## config.mk

```make
export PLATFORM = sky130hd
export DESIGN_NAME = uncache_axi_bridge
export DESIGN_NICKNAME = d
export VERILOG_FILES = /design/src/rtl/uncache_axi_bridge.sv
export SDC_FILE = /design/constraint.sdc
export NUM_CORES = 1
export LEC_CHECK = 0
export CORE_ASPECT_RATIO = 1.1
export CORE_MARGIN = 4
export CORE_UTILIZATION = 35
export CTS_CLUSTER_SIZE = 8
export DETAILED_ROUTE_END_ITERATION = 16
export GPL_ROUTABILITY_DRIVEN = 1
export PLACE_DENSITY = 0.78
export REMOVE_ABC_BUFFERS = 1
export SETUP_SLACK_MARGIN = 0.3
export SYNTH_ARGS = -nofsm -noshare
export SYNTH_HDL_FRONTEND = slang
export SYNTH_SLANG_ARGS = --single-unit
```

## constraint.sdc

```tcl
create_clock -name clk -period 1.7 [get_ports clk]
set_input_delay 0.17 -clock clk [delete_from_list [all_inputs] [get_ports clk]]
set_output_delay 0.17 -clock clk [all_outputs]
set_load 0.005 [all_outputs]
```

## src/rtl/uncache_axi_bridge.sv

```systemverilog
// ---------------------------------------------------------------------------
// uncache_axi_bridge
//
// Purpose:
//   Converts the SRAM-like data port of the uncached write buffer into
//   single-beat AXI3 transactions. Only one transaction is in flight at a
//   time, so reads and buffered writes reach the interconnect in program
//   order, which MMIO accesses depend on.
//
// Optional feature (macro UNCACHE_BRIDGE_EARLY_WACK_EN):
//   When defined, a write is acknowledged (s_data_ok) as soon as both AW and
//   W have handshaken. The B response is then absorbed in the background
//   while a pending flag blocks new requests. bresp is not reported on
//   s_err in this mode. When undefined, writes complete only after B and
//   s_err reflects bresp.
//
// Ports:
//   clk, rst                  clock, synchronous active-high reset
//   s_req/s_wr/s_size/s_addr  SRAM-like request (size 0=byte,1=half,2=word)
//   s_wdata/s_wstrb           write data and byte enables
//   s_addr_ok                 request accepted this cycle (combinational)
//   s_data_ok/s_rdata/s_err   completion pulse, read data, error pulse
//   ar*/r*                    AXI3 read address / read data channels
//   aw*/w*/b*                 AXI3 write address / write data / response
// ---------------------------------------------------------------------------
module uncache_axi_bridge #(
    parameter logic [3:0] AXI_ID = 4'd1,
    parameter int         ADDR_W = 32
) (
    input  logic              clk,
    input  logic              rst,

    input  logic              s_req,
    input  logic              s_wr,
    input  logic [1:0]        s_size,
    input  logic [ADDR_W-1:0] s_addr,
    input  logic [31:0]       s_wdata,
    input  logic [3:0]        s_wstrb,
    output logic [31:0]       s_rdata,
    output logic              s_addr_ok,
    output logic              s_data_ok,
    output logic              s_err,

    output logic [3:0]        arid,
    output logic [ADDR_W-1:0] araddr,
    output logic [3:0]        arlen,
    output logic [2:0]        arsize,
    output logic [1:0]        arburst,
    output logic              arvalid,
    input  logic              arready,

    input  logic [3:0]        rid,
    input  logic [31:0]       rdata,
    input  logic [1:0]        rresp,
    input  logic              rlast,
    input  logic              rvalid,
    output logic              rready,

    output logic [3:0]        awid,
    output logic [ADDR_W-1:0] awaddr,
    output logic [3:0]        awlen,
    output logic [2:0]        awsize,
    output logic [1:0]        awburst,
    output logic              awvalid,
    input  logic              awready,

    output logic [3:0]        wid,
    output logic [31:0]       wdata,
    output logic [3:0]        wstrb,
    output logic              wlast,
    output logic              wvalid,
    input  logic              wready,

    input  logic [3:0]        bid,
    input  logic [1:0]        bresp,
    input  logic              bvalid,
    output logic              bready
);

    typedef enum logic [2:0] {
        IDLE,
        RD_AR,
        RD_R,
        WR_AW_W,
        WR_B,
        DONE
    } state_t;

    state_t            state;
    logic [ADDR_W-1:0] addr_q;
    logic [1:0]        size_q;
    logic [31:0]       wdata_q;
    logic [3:0]        wstrb_q;
    logic              accept_window;

    // Response IDs and rlast carry no information for single-beat,
    // single-outstanding traffic, so they are deliberately not looked at.
    logic unused_inputs;
    assign unused_inputs = ^{rid, rlast, bid};

`ifdef UNCACHE_BRIDGE_EARLY_WACK_EN
    // Set while an early-acknowledged write still owes its B response.
    logic b_pending;
    assign accept_window = (state == IDLE || state == DONE) && !b_pending;
`else
    assign accept_window = (state == IDLE || state == DONE);
`endif

    assign s_addr_ok = s_req && accept_window;

    // All AXI request fields come straight from the latched request, so they
    // stay stable for as long as the corresponding valid is held.
    assign arid    = AXI_ID;
    assign araddr  = addr_q;
    assign arlen   = 4'd0;
    assign arsize  = {1'b0, size_q};
    assign arburst = 2'b01;

    assign awid    = AXI_ID;
    assign awaddr  = addr_q;
    assign awlen   = 4'd0;
    assign awsize  = {1'b0, size_q};
    assign awburst = 2'b01;

    assign wid     = AXI_ID;
    assign wdata   = wdata_q;
    assign wstrb   = wstrb_q;
    assign wlast   = 1'b1;

    // Transaction sequencer. Every handshake output is registered and is
    // raised on the transition into the state that owns it, which gives the
    // accept -> valid -> response -> data_ok cadence of one cycle per step.
    // In WR_AW_W a channel counts as finished once its valid has dropped, so
    // AW and W may complete together or in either order.
    always_ff @(posedge clk) begin
        if (rst) begin
            state     <= IDLE;
            addr_q    <= '0;
            size_q    <= 2'd0;
            wdata_q   <= 32'd0;
            wstrb_q   <= 4'd0;
            arvalid   <= 1'b0;
            rready    <= 1'b0;
            awvalid   <= 1'b0;
            wvalid    <= 1'b0;
            bready    <= 1'b0;
            s_data_ok <= 1'b0;
            s_err     <= 1'b0;
            s_rdata   <= 32'd0;
`ifdef UNCACHE_BRIDGE_EARLY_WACK_EN
            b_pending <= 1'b0;
`endif
        end else begin
            s_data_ok <= 1'b0;
            s_err     <= 1'b0;

`ifdef UNCACHE_BRIDGE_EARLY_WACK_EN
            if (b_pending && bvalid) begin
                b_pending <= 1'b0;
                bready    <= 1'b0;
            end
`endif

            case (state)
                IDLE, DONE: begin
                    if (s_addr_ok) begin
                        addr_q  <= s_addr;
                        size_q  <= s_size;
                        wdata_q <= s_wdata;
                        wstrb_q <= s_wstrb;
                        if (s_wr) begin
                            awvalid <= 1'b1;
                            wvalid  <= 1'b1;
                            state   <= WR_AW_W;
                        end else begin
                            arvalid <= 1'b1;
                            state   <= RD_AR;
                        end
                    end else begin
                        state <= IDLE;
                    end
                end

                RD_AR: begin
                    if (arready) begin
                        arvalid <= 1'b0;
                        rready  <= 1'b1;
                        state   <= RD_R;
                    end
                end

                RD_R: begin
                    if (rvalid) begin
                        rready    <= 1'b0;
                        s_rdata   <= rdata;
                        s_err     <= (rresp != 2'b00);
                        s_data_ok <= 1'b1;
                        state     <= DONE;
                    end
                end

                WR_AW_W: begin
                    if (awvalid && awready) begin
                        awvalid <= 1'b0;
                    end
                    if (wvalid && wready) begin
                        wvalid <= 1'b0;
                    end
                    if ((!awvalid || awready) && (!wvalid || wready)) begin
                        bready <= 1'b1;
`ifdef UNCACHE_BRIDGE_EARLY_WACK_EN
                        b_pending <= 1'b1;
                        s_data_ok <= 1'b1;
                        state     <= IDLE;
`else
                        state     <= WR_B;
`endif
                    end
                end

                WR_B: begin
                    if (bvalid) begin
                        bready    <= 1'b0;
                        s_err     <= (bresp != 2'b00);
                        s_data_ok <= 1'b1;
                        state     <= DONE;
                    end
                end

                default: begin
                    state <= IDLE;
                end
            endcase
        end
    end

endmodule
```

==> run metrics, run 1 <==
Final WS setup 285 ps; post-place setup slack approximately 0.047 ps; Area contributors post-synth dfxtp_1, nand2_1, a21oi_1; CTS tree yes; share of layout cells above drive strength 1 10.1%; pin count of the biggest net entering global routing 73; DR DRC count 0; Core Rows 43; vias in the first global route approximately 4000; fin crit period around 1400 ps; register bit total from synthesis 112; Die ar. 14700 sq um; Pwr Density 1250 nW/um^2; Die W 116 um; clk_lat worst skew 340 ps; Starting Density 35.7%; Placeable Area 12600 sq um; kind of critical path reg2out; Post-Synthesis Cell Area 4490 sq um; Synth Area in XOR/XNOR 0.195%; RSZ-0062 raised after global routing yes; crit path DAT approximately 1200 ps; first-pass GRT wire length 19300 um; critical path data required time about 1500 ps; setup violators final 0; CTS Root Cell clkbuf_16; Max Fclk 707 MHz; Slew Limit Fails 0; post-layout util 60.0%; Final Skew about 6.0 ps; detailed-router iteration count before antenna repair 4; Longest Clk Path Bufs 2; area post-placement 6890 sq um; Cells after DPL between 900 and 1000; # nets final 915; largest family of logic cells by synthesized area simple AND/OR/NAND/NOR gates; Tot GR Track Use 16.3%; status complete, no violations; complex-gate fraction of the synthesized area 14.7%; synth cell count leaders nand2_1, dfxtp_1, a21oi_1; multiplexer area fraction after synthesis 0%; synthesized area per cell just under 8 sq um; Area Overhead vs Synth 68.3%; Routed wire per std cell ~14 um; H-tree depth 3; maxcap violations 0; GP Congestion 0.767; grt total ovfl 0; IO buf count 258; Unique masters post-synth 35; Post-Route WL 13700 um; Top FF cell, synth dfxtp_1; CTS Hold Buffers Added 0; startpoint types flip-flop; most common cell in the netlist nand2_1; non-filler instance count after layout 953; Fillers about 1100; final instance area 7560 sq um; TritonCTS Buffers 9; Synth Area in Adders 0.223%; initial antenna violation count 0; CTS sink count 112; Mapped Cells 575; top-area cell type share of the netlist area 49.9%; drt first-iter violations 247; Min Hold Slack 256 ps; Antenna Nets Post-Route 0; worst min-delay path category in2reg; yosys warns 0; Seq/Total Area, Yosys 49.9%; total number of vias 4349; top cell type by total area after synthesis dfxtp_1; P_leak 3.78 nW; critical path endpoint category output port; HPWL after DPL 9240 um; Synth async-reset ratio 0%; ant diodes 0; simple-gate portion of the synthesized area between 20% and 30%; Ports 295; die height 127 um; final hold violations 0; Worst VDD drop between 0.0006 and 0.0007 V; vias per inst between 4 and 5; clk slew on worst S/H paths 70 ps; period utilization 83.2%; CP max FO 7; EDFF count, synth 0
-- cell families (layout without fill, tap and decap cells) --
kind of cell    count (synthesis)  in the layout
compound gates                125            125
xor+xnor                        1              1
fa+ha+maj                       1              1
buf+inv                       103            299
flops                         112            112
other cells                     2             27
simple gates                  231            231
-- through the flow --
stage	TNS (ps)	power [mW]
6_report	0	9.44
5_1_grt	0	10.1
4_1_cts	0	9.28
3_5_place_dp	0	7.10
3_3_place_gp	0	7.04
2_1_floorplan	-134680	4.84
-- layout make-up --
cell class / instances / area [sq um] / share of cell area (%)
inverters: 6 / 25.0 / 0.331
multi-input cells: 385 / 1750 / 23.2
repair buffers: 277 / 3000 / 39.7
clock buffers: 11 / 243 / 3.21
clock inverters: 5 / 56.3 / 0.745
flip-flops and latches: 112 / 2280 / 30.2
well taps: 157 / 196 / 2.60
-- metal layers --
layer	global-route usage [%]	vias to the layer above	share of wire, %
met5	0	-	0
met1	19.0	1956	40
met4	5.32	0	1.7
met2	27.6	181	49
li1	-	2193	-
met3	5.77	19	9.8
-- layout by cell type, fill, tap and decap left out, types with 2 or more instances in the layout --
cell type | netlist | final
a21oi_1 | 107 | 106
a21oi_2 | 1 | 2
buf_12 | 0 | 3
buf_16 | 0 | 2
buf_4 | 61 | 9
buf_6 | 0 | 3
clkbuf_16 | 0 | 12
clkdlybuf4s50_1 | 0 | 188
clkinv_2 | 0 | 2
conb_1 | 2 | 27
dfxtp_1 | 112 | 82
dfxtp_2 | 0 | 28
dfxtp_4 | 0 | 2
dlygate4sd2_1 | 0 | 7
dlymetal6s2s_1 | 0 | 61
inv_1 | 4 | 4
nand2_1 | 209 | 208
nand3b_1 | 2 | 2
nor2_1 | 3 | 2
nor2b_1 | 5 | 4
nor3_1 | 2 | 2
o21ai_0 | 7 | 6
or3b_1 | 2 | 2
-- timing repair --
item                                    CTS  global route
gates cloned                              0             4
endpoints found under the setup margin  146           182
pin swaps                                 2             3
gates resized for setup                  33            87
buffers inserted                          2             3
-- worst max-delay path: stages (launching register included) --
cell and delay, ps:
dfxtp_4 370, xnor2_2 150, nand3_2 120, inv_4 120
buf_2 140
-- sequential cells by signal (all words and copies together), names as in the netlist, 2 cells and up --
register and flops:
wstrb 4, size_q 2, wdata 32, state 3, s_rdata 32, araddr 32
-- power by group --
group | leakage, nW | total (mW) | switching, mW | internal, mW
clock | 0.145 | 2.11 | 0.932 | 1.18
combinational | 2.71 | 3.84 | 1.77 | 2.07
sequential | 0.927 | 3.49 | 0.308 | 3.18
-- path summary, 6_finish.rpt --
check	startpoint	to	slack, ps	cells after the start
max	state[2]	s_addr_ok	290	4
min	rst	rready	260	2
max reg2reg	state[2]	s_rdata[23]	310	6
min reg2reg	wdata[4]	wdata[4]	450	2
Note: power is estimated with default switching activity, not from simulation.
==> inputs of run 2 (changes only) <==
--- a/config.mk
+++ b/config.mk
@@ -7,7 +7,7 @@
 export LEC_CHECK = 0
 export CORE_ASPECT_RATIO = 1.1
 export CORE_MARGIN = 4
-export CORE_UTILIZATION = 35
+export CORE_UTILIZATION = 33
 export CTS_CLUSTER_SIZE = 8
 export DETAILED_ROUTE_END_ITERATION = 16
 export GPL_ROUTABILITY_DRIVEN = 1
==> constraint.sdc (replaced) <==
create_clock -name clk -period 1.2 [get_ports clk]
set_input_delay 0.12 -clock clk [delete_from_list [all_inputs] [get_ports clk]]
set_output_delay 0.12 -clock clk [all_outputs]
set_load 0.005 [all_outputs]
==> run metrics, run 2 (synthesized netlist as in run 1, its figures left out) <==
H-tree depth 3; critical path cell sequence buf_6 > nand3b_1 > or2_4 > buf_12 > nand2_1 > a21oi_1; clk slew on worst S/H paths 70 ps; drt first-iter violations 222; P_leak between 3 and 4 nW; final hold violations 0; most frequent cells in the layout nand2_1, clkdlybuf4s50_1, a21oi_1; initial antenna violation count 0; Placeable Area 13300 sq um; critical path data required time 1420 ps; total number of vias 4589; Min Hold Slack 93.0 ps; Hold Startpoint rst; cell count of the worst reg-to-reg path 6; worst min-delay path category in2reg; Worst VDD drop between 0.0009 and 0.001 V; status finished with violations; Antenna Nets Post-Route 0; period utilization 119%; Cells after DPL 972; Hold Path End wvalid; post-place setup slack -369 ps; final setup TNS -14080 ps; reg-to-reg endpoint s_rdata[3]; CTS tree yes; grt total ovfl 0; crit path DAT 1650 ps; Max Fclk between 600 and 700 MHz; Starting Density 33.9%; Die ar. 15500 sq um; GP Congestion 0.778; die height 130 um; non-filler instance count after layout 1025; # nets final 960; Tot GR Track Use 18.1%; critical path endpoint category flip-flop; HPWL after DPL 10300 um; CTS Hold Buffers Added 0; worst reg2reg startpoint state[2]; detailed-router iteration count before antenna repair 4; maxcap violations 0; Pwr Density 1800 nW/um^2; Slew Limit Fails 0; CTS Root Cell clkbuf_16; TritonCTS Buffers 9; WHS Path Cells 2; CTS sink count 112; Die W approximately 120 um; kind of critical path reg2reg; Final WS setup -230 ps; DR DRC count 0; Ports 295; pin count of the biggest net entering global routing 57; Final Skew 10.3 ps; IO buf count 258; R2R Setup Slk -230 ps; CP peak stage delay 350 ps; clk_lat worst skew 340 ps; RSZ-0062 raised after global routing yes; setup violators final around 110; Routed wire per std cell about 15 um; Post-Route WL roughly 15000 um; fin crit period about 1400 ps; Core Rows 44; share of layout cells above drive strength 1 35.9%; ant diodes 0; first-pass GRT wire length 22500 um; failing checks negative setup slack; Longest Clk Path Bufs 2; most common cell after layout, fill and taps aside nand2_1; Area Overhead vs Synth 73.0%; post-layout util just under 60%; Slowest cell on crit path dfxtp_2; startpoint types flip-flop; CP max FO 17; vias in the first global route between 4000 and 5000; vias per inst approximately 4.5
==> run 2: cell types whose count changed in the layout (fill, tap and decap cells not counted), sizes merged, moves of 6 or more <==
cell,change
dlymetal6s2s,-58
clkdlybuf4s50,-75
clkbuf,+20
buf,+138
dlygate4sd2,-6
clkdlybuf4s15,+27
==> run 2: worst max-delay path: cells and delay by family, from the launching register on <==
family                 cells  cell delay, ps
buffers and inverters      2             300
AO/OA/AOI/OAI              1              60
flip-flops                 1             350
AND/OR/NAND/NOR            3             600
==> run 2: through the flow <==
stage                     instance area (sq um)  power, mW
final                                      7770       14.0
after CTS                                  7740       13.9
after global placement                     7060       10.3
after global routing                       7770       14.9
after floorplan                            3970       6.47
after detailed placement                   7060       10.4
==> run 2: power breakdown <==
group          leakage (nW)  switching [mW]  internal (mW)
Combinational          2.21            2.72           3.35
Clock                 0.135            1.34           1.53
Sequential            0.946           0.484           4.57
==> run 2: worst max path at each step <==
stage	from	to	slack, ps	cells past startpoint
3_3_place_gp	rvalid	s_rdata[9]	-350	6
3_5_place_dp	rvalid	s_rdata[20]	-370	6
5_1_grt	state[2]	s_rdata[31]	-290	6
6_report	state[2]	s_rdata[3]	-230	6
4_1_cts	state[2]	s_rdata[3]	-240	6
2_1_floorplan	state[0]	arvalid	-2270	5
==> run 2: layout make-up <==
| class | instances | area [sq um] |
|---|---|---|
| timing repair buffer | 322 | 3160 |
| fill | 1169 | 5500 |
| clock buffer | 12 | 256 |
| multi-input combinational | 385 | 1730 |
| tap | 184 | 230 |
| clock inverter | 4 | 28.8 |
| sequential | 112 | 2340 |
| inverter | 6 | 25.0 |
==> run 2: repair_timing <==
| action | 4_1_cts | 5_1_grt |
|---|---|---|
| gates resized for setup | 534 | 125 |
| cloned | 2 | 1 |
| buffers inserted | 31 | 3 |
| setup endpoints to repair | 256 | 256 |
| pin swaps | 1 | 1 |
| hold endpoints to repair | 0 | 0 |
==> run 2: per-layer routing <==
layer  part of all wire [%]  track usage (%)  wire, um  vias up
met5                      0                0         0        -
met4                    1.9             6.20       280        0
met3                    9.3             6.37      1400       19
met2                     50             32.2      7500      195
met1                     39             20.1      5870     2088
li1                       -                -         -     2287
==> inputs of run 3 (changes only) <==
--- a/config.mk
+++ b/config.mk
@@ -5,12 +5,13 @@
 export SDC_FILE = /design/constraint.sdc
 export NUM_CORES = 1
 export LEC_CHECK = 0
+export CAP_MARGIN = 20
 export CORE_ASPECT_RATIO = 1.1
 export CORE_MARGIN = 4
 export CORE_UTILIZATION = 33
 export CTS_CLUSTER_SIZE = 8
 export DETAILED_ROUTE_END_ITERATION = 16
-export GPL_ROUTABILITY_DRIVEN = 1
+export GPL_ROUTABILITY_DRIVEN = 0
 export PLACE_DENSITY = 0.78
 export REMOVE_ABC_BUFFERS = 1
 export SETUP_SLACK_MARGIN = 0.3
==> results of run 3 <==
Same layout as run 2: the final DEF is identical, and so are final timing and power.
